## src/rtl/pc_gen_pkg.sv

```systemverilog
// pc_gen shared definitions: branch op codes, reset/exception defaults, FSM states.
// Used by pc_gen and pc_target_calc (PC_ALIGN_CHECK_EN selects the alignment trap in pc_gen).
package pc_gen_pkg;

   localparam logic [3:0] BR_OP_NONE = 4'd0;
   localparam logic [3:0] BR_OP_BEQ  = 4'd1;
   localparam logic [3:0] BR_OP_J    = 4'd2;
   localparam logic [3:0] BR_OP_JR   = 4'd3;
   localparam logic [3:0] BR_OP_BNE  = 4'd4;
   localparam logic [3:0] BR_OP_BGEZ = 4'd5;
   localparam logic [3:0] BR_OP_BGTZ = 4'd6;
   localparam logic [3:0] BR_OP_BLEZ = 4'd7;
   localparam logic [3:0] BR_OP_BLTZ = 4'd8;

   localparam logic [31:0] DEF_RESET_PC   = 32'hBFC0_0000;
   localparam logic [31:0] DEF_EXC_VECTOR = 32'hBFC0_0380;

   localparam logic [0:0] ST_SEQ     = 1'b0;
   localparam logic [0:0] ST_WAIT_DS = 1'b1;

endpackage

```

## src/rtl/pc_target_calc.sv

```systemverilog
// Branch/jump resolution: taken flag and target address from the ID-stage operands.
// Purely combinational; rs/rt compare is done here so no external equal flag is needed.
module pc_target_calc
   import pc_gen_pkg::*;
#(
   parameter int ADDR_W = 32
) (
   input  logic [3:0]        br_op_i,
   input  logic [ADDR_W-1:0] br_pc_i,
   input  logic [25:0]       imm26_i,
   input  logic [ADDR_W-1:0] rs_i,
   input  logic [ADDR_W-1:0] rt_i,
   output logic              taken_o,
   output logic [ADDR_W-1:0] target_o
);

   logic [ADDR_W-1:0] pc4;
   logic [ADDR_W-1:0] b16;
   logic [ADDR_W-1:0] j26;
   logic              rs_neg;
   logic              rs_zero;
   logic              eq;

   assign pc4     = br_pc_i + ADDR_W'(4);
   assign b16     = pc4 + {{(ADDR_W-18){imm26_i[15]}}, imm26_i[15:0], 2'b00};
   assign rs_neg  = rs_i[ADDR_W-1];
   assign rs_zero = (rs_i == '0);
   assign eq      = (rs_i == rt_i);

   // jump region keeps the upper bits of the delay-slot address
   always_comb begin
      j26       = pc4;
      j26[27:0] = {imm26_i, 2'b00};
   end

   // decode op into taken flag and the matching target form
   always_comb begin
      taken_o  = 1'b0;
      target_o = b16;
      case (br_op_i)
         BR_OP_BEQ:  taken_o = eq;
         BR_OP_J: begin
            taken_o  = 1'b1;
            target_o = j26;
         end
         BR_OP_JR: begin
            taken_o  = 1'b1;
            target_o = rs_i;
         end
         BR_OP_BNE:  taken_o = ~eq;
         BR_OP_BGEZ: taken_o = ~rs_neg;
         BR_OP_BGTZ: taken_o = ~rs_neg & ~rs_zero;
         BR_OP_BLEZ: taken_o = rs_neg | rs_zero;
         BR_OP_BLTZ: taken_o = rs_neg;
         default:    taken_o = 1'b0;
      endcase
   end

endmodule

```

## src/rtl/pc_gen.sv

```systemverilog
// Registered fetch-address generator with delay-slot aware redirect buffering.
// Optional PC_ALIGN_CHECK_EN adds adel_if and blocks fetch of a misaligned pc.
module pc_gen
   import pc_gen_pkg::*;
#(
   parameter int                ADDR_W     = 32,
   parameter logic [ADDR_W-1:0] RESET_PC   = ADDR_W'(DEF_RESET_PC),
   parameter logic [ADDR_W-1:0] EXC_VECTOR = ADDR_W'(DEF_EXC_VECTOR)
) (
   input  logic              clk,
   input  logic              rst,
   input  logic              stall,
   output logic              if_req_valid,
   input  logic              if_req_ready,
   output logic [ADDR_W-1:0] pc,
   input  logic              br_valid,
   input  logic [3:0]        br_op,
   input  logic [ADDR_W-1:0] br_pc,
   input  logic [25:0]       imm26,
   input  logic [ADDR_W-1:0] rs_reg,
   input  logic [ADDR_W-1:0] rt_reg,
   input  logic              int_req,
   input  logic              eret,
   input  logic [ADDR_W-1:0] epc,
   output logic [ADDR_W-1:0] link_pc8,
   output logic              kill_fetched
`ifdef PC_ALIGN_CHECK_EN
   ,
   output logic              adel_if
`endif
);

   logic [ADDR_W-1:0] pc_q, pc_d;
   logic [ADDR_W-1:0] tgt_q, tgt_d;
   logic [0:0]        st_q, st_d;
   logic              kill_q, kill_d;
   logic              taken_raw;
   logic [ADDR_W-1:0] target;
   logic              taken;
   logic              accept;
   logic              mis;
   logic              at_ds;
   logic              past_ds;

   pc_target_calc #(
      .ADDR_W (ADDR_W)
   ) u_calc (
      .br_op_i  (br_op),
      .br_pc_i  (br_pc),
      .imm26_i  (imm26),
      .rs_i     (rs_reg),
      .rt_i     (rt_reg),
      .taken_o  (taken_raw),
      .target_o (target)
   );

`ifdef PC_ALIGN_CHECK_EN
   assign mis     = |pc_q[1:0];
   assign adel_if = mis;
`else
   assign mis     = 1'b0;
`endif

   assign taken        = br_valid & taken_raw;
   assign if_req_valid = ~stall & ~rst & ~mis;
   assign accept       = if_req_valid & if_req_ready;
   assign at_ds        = (pc_q == br_pc + ADDR_W'(4));
   assign past_ds      = (pc_q == br_pc + ADDR_W'(8));
   assign pc           = pc_q;
   assign link_pc8     = br_pc + ADDR_W'(8);
   assign kill_fetched = kill_q;

   // next pc: exceptions first, then pending redirect, then branch, then sequential
   always_comb begin
      pc_d   = pc_q;
      tgt_d  = tgt_q;
      st_d   = st_q;
      kill_d = 1'b0;
      if (int_req) begin
         pc_d = EXC_VECTOR;
         st_d = ST_SEQ;
      end else if (eret) begin
         pc_d = epc;
         st_d = ST_SEQ;
      end else if (mis) begin
         pc_d = pc_q;
      end else if (st_q == ST_WAIT_DS) begin
         if (accept) begin
            pc_d = tgt_q;
            st_d = ST_SEQ;
         end
      end else if (taken && at_ds) begin
         if (accept) begin
            pc_d = target;
         end else begin
            tgt_d = target;
            st_d  = ST_WAIT_DS;
         end
      end else if (taken && past_ds) begin
         pc_d   = target;
         kill_d = accept;
      end else if (accept) begin
         pc_d = pc_q + ADDR_W'(4);
      end
   end

   // state registers; reset drops any pending redirect
   always_ff @(posedge clk or posedge rst) begin
      if (rst) begin
         pc_q   <= RESET_PC;
         tgt_q  <= '0;
         st_q   <= ST_SEQ;
         kill_q <= 1'b0;
      end else begin
         pc_q   <= pc_d;
         tgt_q  <= tgt_d;
         st_q   <= st_d;
         kill_q <= kill_d;
      end
   end

endmodule

```

## config.mk

```make
export PLATFORM = sky130hd
export DESIGN_NAME = pc_gen
export DESIGN_NICKNAME = d
export VERILOG_FILES = /design/src/rtl/pc_gen_pkg.sv /design/src/rtl/pc_target_calc.sv /design/src/rtl/pc_gen.sv
export SDC_FILE = /design/constraint.sdc
export NUM_CORES = 1
export LEC_CHECK = 0
export CAP_MARGIN = 20
export CORE_UTILIZATION = 53
export CTS_BUF_LIST = sky130_fd_sc_hd__clkbuf_8
export CTS_CLUSTER_DIAMETER = 50
export DETAILED_ROUTE_END_ITERATION = 10
export HOLD_SLACK_MARGIN = 0.12
export PLACE_DENSITY = 0.84
export RECOVER_POWER = 25
export SLEW_MARGIN = 20
export SYNTH_ARGS = -nofsm -noshare
export SYNTH_HDL_FRONTEND = slang
export SYNTH_SLANG_ARGS = --single-unit
```

## constraint.sdc

```tcl
create_clock -name clk -period 6.5 [get_ports clk]
set_clock_uncertainty 0.15 [all_clocks]
set_input_delay 0.65 -clock clk [delete_from_list [all_inputs] [get_ports clk]]
set_output_delay 0.65 -clock clk [all_outputs]
set_load 0.01 [all_outputs]
```

==> results of run 1 <==
[per-stage QoR]
step,hold WS (ns),area (µm²),std cells
6_report,0.336,12700,1745
5_1_grt,0.355,12700,1745
4_1_cts,0.335,12700,1745
3_5_place_dp,0.321,12500,1729
3_3_place_gp,0.310,12500,1729
2_1_floorplan,0.296,10100,1341
[cell families after synthesis]
group,synth area share (%)
flops,16.4
compound gates,23.5
xor+xnor,17.0
simple gates,26.3
buf+inv,6.09
fa+ha+maj,4.65
mux,6.02
[worst max path at each step]
stage | slack [ns] | end | startpoint
after floorplan | 2.10 | pc[30] | br_pc[3]
after global placement | 0.68 | pc[30] | br_pc[4]
after detailed placement | 0.61 | pc[30] | br_pc[4]
after CTS | 0.96 | pc[30] | br_pc[4]
after global routing | 0.47 | pc[30] | br_pc[4]
final | 0.76 | pc[26] | br_pc[4]
[per-layer routing]
| metal | part of all wire [%] | vias to the layer above | track usage (%) |
|---|---|---|---|
| li1 | - | 5293 | - |
| met1 | 36 | 5632 | 56.1 |
| met3 | 12 | 222 | 9.57 |
| met4 | 7.4 | 0 | 29.8 |
| met5 | 0 | - | 0 |
| met2 | 45 | 1014 | 73.9 |
[worst max-delay path, cell delays in order]
cell and delay (ns):
clkdlybuf4s50_1 0.63, ha_1 0.42, and3_1 0.49, nand4_1 0.49, nor2_1 0.26, xor2_1 0.19
ha_1 0.33, a211oi_1 0.27, o211a_1 0.18, o21ai_0 0.07, o2bb2ai_1 0.23, a21oi_1 0.45
mux2i_1 0.18, a2111oi_0 0.48, mux2i_1 0.15, a211oi_1 0.26, a211o_1 0.15
[area by class of cell]
type / instances / area (µm²) / share of cell area, %
clock buffers: 10 / 138 / 1.08
clock inverters: 6 / 81.3 / 0.641
inverters: 38 / 143 / 1.12
multi-input cells: 1133 / 7840 / 61.8
flip-flops and latches: 66 / 1660 / 13.1
well taps: 234 / 293 / 2.31
repair buffers: 258 / 2530 / 19.9
[cell usage after synthesis, drive strengths merged, types with 10 or more instances]
cell type,instances,area (µm²)
nand2,118,443
and4,12,105
a21o,15,113
a21oi,95,487
inv,38,143
nor3,51,260
dfrtp,57,1430
buf,30,194
or3,11,73.8
o211ai,12,95.1
a211oi,22,165
nand3,58,290
o21ai,75,375
xnor2,84,736
nand4,37,274
clkbuf,74,279
a31oi,14,87.6
nand2b,16,100
mux2,23,259
xor2,91,797
nor4,39,263
nor2,87,327
mux2i,35,350
and3,27,169
o21a,11,82.6
ha,36,450
nor2b,10,62.6
[registers in the layout, summed over array words and instances (netlist names)]
register / cells
pc: 32
tgt_q: 32
kill_fetched: 1
st_q: 1
[where the power goes]
part	switching, mW	internal (mW)
Combinational	0.468	0.377
Sequential	0.0668	0.431
Clock	0.168	0.224
==> impl_results.md, run 1 <==
* Grt ovf at 0
* Core area at between 0.015 and 0.02 mm²
* Crit path time final at around 5.7 ns
* Final WS setup at between 0.7 and 0.8 ns
* Die Footprint at just under 0.02 mm²
* Initial antenna violation count at 0
* Final ANT Viol Nets at 0
* Leakage at slightly above 5 nW
* RePlAce Congestion at ~1.1
* Post-DP HPWL at between 30,000 and 40,000 µm
* IO Pins at between 200 and 250
* WP data arrival at between 5 and 6 ns
* Worst Setup End Kind: flop
* Yosys warnings at 0
* Status: finished with violations
* Tightest Pin Transition at about 3.6 ns
* Dpl ws at between 0.6 and 0.7 ns
* Post-synth EDFFs at 0
* Quantity of gates resized following cts at 0
* Layout Utilization at roughly two thirds
* DR iter-0 viols at about 1.6k
* Normalized max-slew margin at -143%
* Crit Path Category: in -> reg
* Worst Hold Depth at 2
* Most common cell after layout, fill and taps aside: clkdlybuf4s50_1
* Hold Path Class: reg -> reg
* Crit Path Max Fanout at 9
* Post-Syn Area at 0.0101 mm²
* PD cells at ~140 mW/mm²
* TNS Setup at 0 ns
* Synth Instances at about 1.3k
* Crit share post-route at 88.3%
* Largest net degree at the start of global routing at about 70
* Num CTS Buffers at 9
* H-tree Lvls at 3
* Worst Hold Path EP: tgt_q[21]
* Layout cell share with drive strength beyond 1 at under 10%
* Max-slew violations at 67
* Maximum clock path buffer count at 2
* Commonest cells after routing, fill and taps aside: clkdlybuf4s50_1 (228), nand2_1 (118), a21oi_1 (94), xor2_1 (91), nor2_1 (86)
* Startpoint types: input port
* CTS tree: done
* Die width at 140 µm
* Ys flop type: dfrtp_1
* Hold buffers post-CTS at 0
* N_diodes at 0
* Max Cap Viol at 1
* Post-Synthesis Net Count at roughly 1.5k
* Root buffer cell: clkbuf_8
* Worst endpoint required time at between 6 and 7 ns
* Drt first pass iters at 6
* Synth cell types at 86
* Gr usage total at between 40% and 50%
* Worst VDD drop at between 150 and 200 µV
* P&R area growth vs syn at 25.4%
* Initial core utilization at ~54%
* Hold Path Origin: tgt_q[21]
* Port Buf Inserts at 230
* First-pass GRT wire length at just under 70,000 µm
* Setup violators final at 0
* Final Power at ~1.7 mW
* DRC Markers at 0
* # Post-CTS Setup Buffers at 0
* Endpoints failing hold at 0
* Async SR Flop Fraction at between 90% and 100%
* Die Height at between 100 and 150 µm
* RSZ-0062 raised after global routing: false
* Worst-path clk slew at approximately 0.07 ns
* Worst R2R End: tgt_q[13]
* WL final at approximately 46,000 µm
* Routed vias at around 12k
* Fin nets at approximately 1.7k
* Vias in the first global route at roughly 12k
* Later-pin clock latency in the skew report at approximately 0.37 ns
* Mapped Avg Cell Area at around 7.5 µm²
* Reg2reg setup slack at around 2 ns
* Fmax achieved at roughly 0.17 GHz
* FF+latch count, synth at 66
* Wire per inst at 26.2 µm
* Reg2reg path depth at 10
* Core Rows at 50
* Fill count at between 1.5k and 2k
* Failing checks: max-capacitance violations, max-slew violations
* Number of vias per cell at approximately 7.0
* Worst R2R Start: pc[4]
* Clock sinks at 66
* Post-synthesis sequential area ratio at between 15 and 20%
Power figures use the tool's default switching activity.
==> run 2, diff against run 1 <==
--- a/config.mk
+++ b/config.mk
@@ -9,6 +9,7 @@
 export CORE_UTILIZATION = 53
 export CTS_BUF_LIST = sky130_fd_sc_hd__clkbuf_8
 export CTS_CLUSTER_DIAMETER = 50
+export CTS_CLUSTER_SIZE = 8
 export DETAILED_ROUTE_END_ITERATION = 10
 export HOLD_SLACK_MARGIN = 0.12
 export PLACE_DENSITY = 0.84
==> results of run 2 <==
The final DEF is identical to that of run 1; final timing and power are the same.
==> run 3, diff against run 2 <==
--- a/config.mk
+++ b/config.mk
@@ -11,6 +11,7 @@
 export CTS_CLUSTER_DIAMETER = 50
 export CTS_CLUSTER_SIZE = 8
 export DETAILED_ROUTE_END_ITERATION = 10
+export GPL_ROUTABILITY_DRIVEN = 0
 export HOLD_SLACK_MARGIN = 0.12
 export PLACE_DENSITY = 0.84
 export RECOVER_POWER = 25
==> impl_results.md, run 3 (synthesis results as in run 1) <==
* Status: finished with violations
* Failing checks: max-capacitance violations, max-slew violations
* Tightest Pin Transition at ~3.7 ns
* Max-slew violations at between 60 and 70
* Setup violators final at 0
* Int Power at slightly above 1 mW
* Switching power at 0.678 mW
* Critical path's largest stage delay at slightly above 0.8 ns
* Layout Utilization at roughly two thirds
* Hold Path Class: reg -> reg
* Vias in the first global route at 11.2k
* Commonest cells after routing, fill and taps aside: clkdlybuf4s50_1 (228), nand2_1 (118), a21oi_1 (94), xor2_1 (91), nor2_1 (86)
* RSZ-0062 raised after global routing: false
* Final Cell Area at ~0.013 mm²
* Largest net degree at the start of global routing at a little over 70
* Cell Area, Placed at roughly 0.012 mm²
* Die Footprint at 0.0196 mm²
* Fin nets at 1,698
* Quantity of gates resized following cts at 0
* Core Rows at 50
* Normalized max-slew margin at -147%
* H-tree Lvls at 3
* N_diodes at 0
* Number of vias per cell at between 7 and 8
* Crit share post-route at approximately 87%
* First-pass GRT wire length at around 63,000 µm
* Crit path cell chain: clkdlybuf4s50_1 -> ha_1 -> nand4_1 -> nor3_1 -> xnor2_1 -> ha_1 -> a21o_1 -> a31oi_1 -> o21ai_0 -> o2bb2ai_1 -> a21oi_1 -> mux2i_1 -> a2111oi_0 -> mux2i_1 -> a211oi_1 -> a211o_1
* Non-Filler Instances at ~1.7k
* Slowest CP cell: nor3_1
* Clock sinks at 66
* Crit Path Max Fanout at 9
* CTS tree: done
* Buf/Inv on CP at 1
* DRC Markers at 0
* IO Pins at 231
* Layout cell share with drive strength beyond 1 at under 10%
* Final ANT Viol Nets at 0
* WP data arrival at about 5.8 ns
* Worst endpoint required time at approximately 6.7 ns
* Max Cap Viol at 1
* Port Buf Inserts at 230
* Hold_ws at 0.335 ns
* Maximum clock path buffer count at 2
* Num CTS Buffers at 9
* Initial core utilization at around 54%
* PD cells at 134 mW/mm²
* Sw frac at approximately two fifths
* Leakage at between 5 and 6 nW
* Startpoint types: input port
* Most common cell after layout, fill and taps aside: clkdlybuf4s50_1
* Crit Path Category: in -> reg
* Flop pwr share at slightly below 30%
* DR iter-0 viols at between 1.5k and 2k
* Routed vias at about 12k
* Root buffer cell: clkbuf_8
* P&R area growth vs syn at 24.6%
* Initial antenna violation count at 2
* Wire per inst at 24.1 µm
* CP delay by family, top: compound AO/OA/AOI/OAI gates
* Worst-path clk slew at 0.07 ns
* Combinational Power Share at 48.9%
* Crit path time final at 5.68 ns
* Worst VDD drop at between 90 and 100 µV
* Clock share of power at roughly 22%
* TNS Setup at 0 ns
* Grt ovf at 0
* Later-pin clock latency in the skew report at ~0.36 ns
* Endpoints failing hold at 0
* Worst Setup End Kind: flop
* WL final at about 42,000 µm
* Fill count at between 1.5k and 2k
* Hold buffers post-CTS at 0
* Die width at about 140 µm
* Fmax achieved at around 0.18 GHz
* Drt first pass iters at 7
* Die Height at 140 µm
* # Post-CTS Setup Buffers at 0
* Cell count after placement at between 1.5k and 2k
* Gr usage total at 41.6%
* Post-DP HPWL at roughly 31,000 µm
* Core area at 0.0187 mm²
==> run 3: worst register-to-register path, stage by stage (launching register included) <==
cell       delay [ns]
dfrtp_1          0.55
xnor2_1          0.49
a21oi_1          0.14
a2111oi_0        0.72
nand4_1          0.17
or4b_1           0.71
o22ai_4          0.44
buf_4            0.28
nor3_1           0.06
or4_1            0.51
a221oi_2         0.22
==> run 3: through the flow <==
| stage | power, mW | setup slack [ns] |
|---|---|---|
| final | 1.69 | 0.823 |
| after global routing | 1.75 | 0.400 |
| after CTS | 1.65 | 0.972 |
| after detailed placement | 1.28 | 0.624 |
| after global placement | 1.27 | 0.718 |
| after floorplan | 0.947 | 2.10 |
==> run 3: area by class of cell <==
| type | instances | area (µm²) | share of cell area (%) |
|---|---|---|---|
| multi-input combinational | 1133 | 7860 | 62.3 |
| timing repair buffer | 248 | 2440 | 19.4 |
| sequential | 66 | 1660 | 13.2 |
| tap | 234 | 293 | 2.32 |
| clock buffer | 12 | 165 | 1.31 |
| inverter | 38 | 143 | 1.13 |
| clock inverter | 3 | 38.8 | 0.308 |
==> run 3: per-layer routing <==
layer | vias up | GRT usage (%) | wire, µm
li1 | 5277 | - | -
met1 | 5509 | 51.9 | 15100
met2 | 1105 | 63.2 | 17700
met3 | 280 | 11.7 | 5890
met4 | 4 | 26.8 | 3030
met5 | - | 0 | 33
==> run 3: final timing paths <==
kind,startpoint,end,slack [ns],cells after the start
setup reg to reg,pc[7],pc[3],1.97,10
min in group asynchronous,rst,tgt_q[27],2.04,3
hold reg to reg,tgt_q[1],tgt_q[1],0.34,1
hold / removal,tgt_q[1],tgt_q[1],0.34,1
max in group asynchronous,rst,st_q,1.79,3
setup / recovery,br_pc[4],pc[26],0.82,16
==> run 3: power groups by stage <==
stage | clock network (mW) | logic (mW) | registers [mW]
global placement | 0 | 0.776 | 0.494
detailed placement | 0 | 0.788 | 0.495
floorplan | 0 | 0.484 | 0.463
CTS | 0.366 | 0.794 | 0.487
global route | 0.384 | 0.872 | 0.493
finish | 0.368 | 0.825 | 0.494
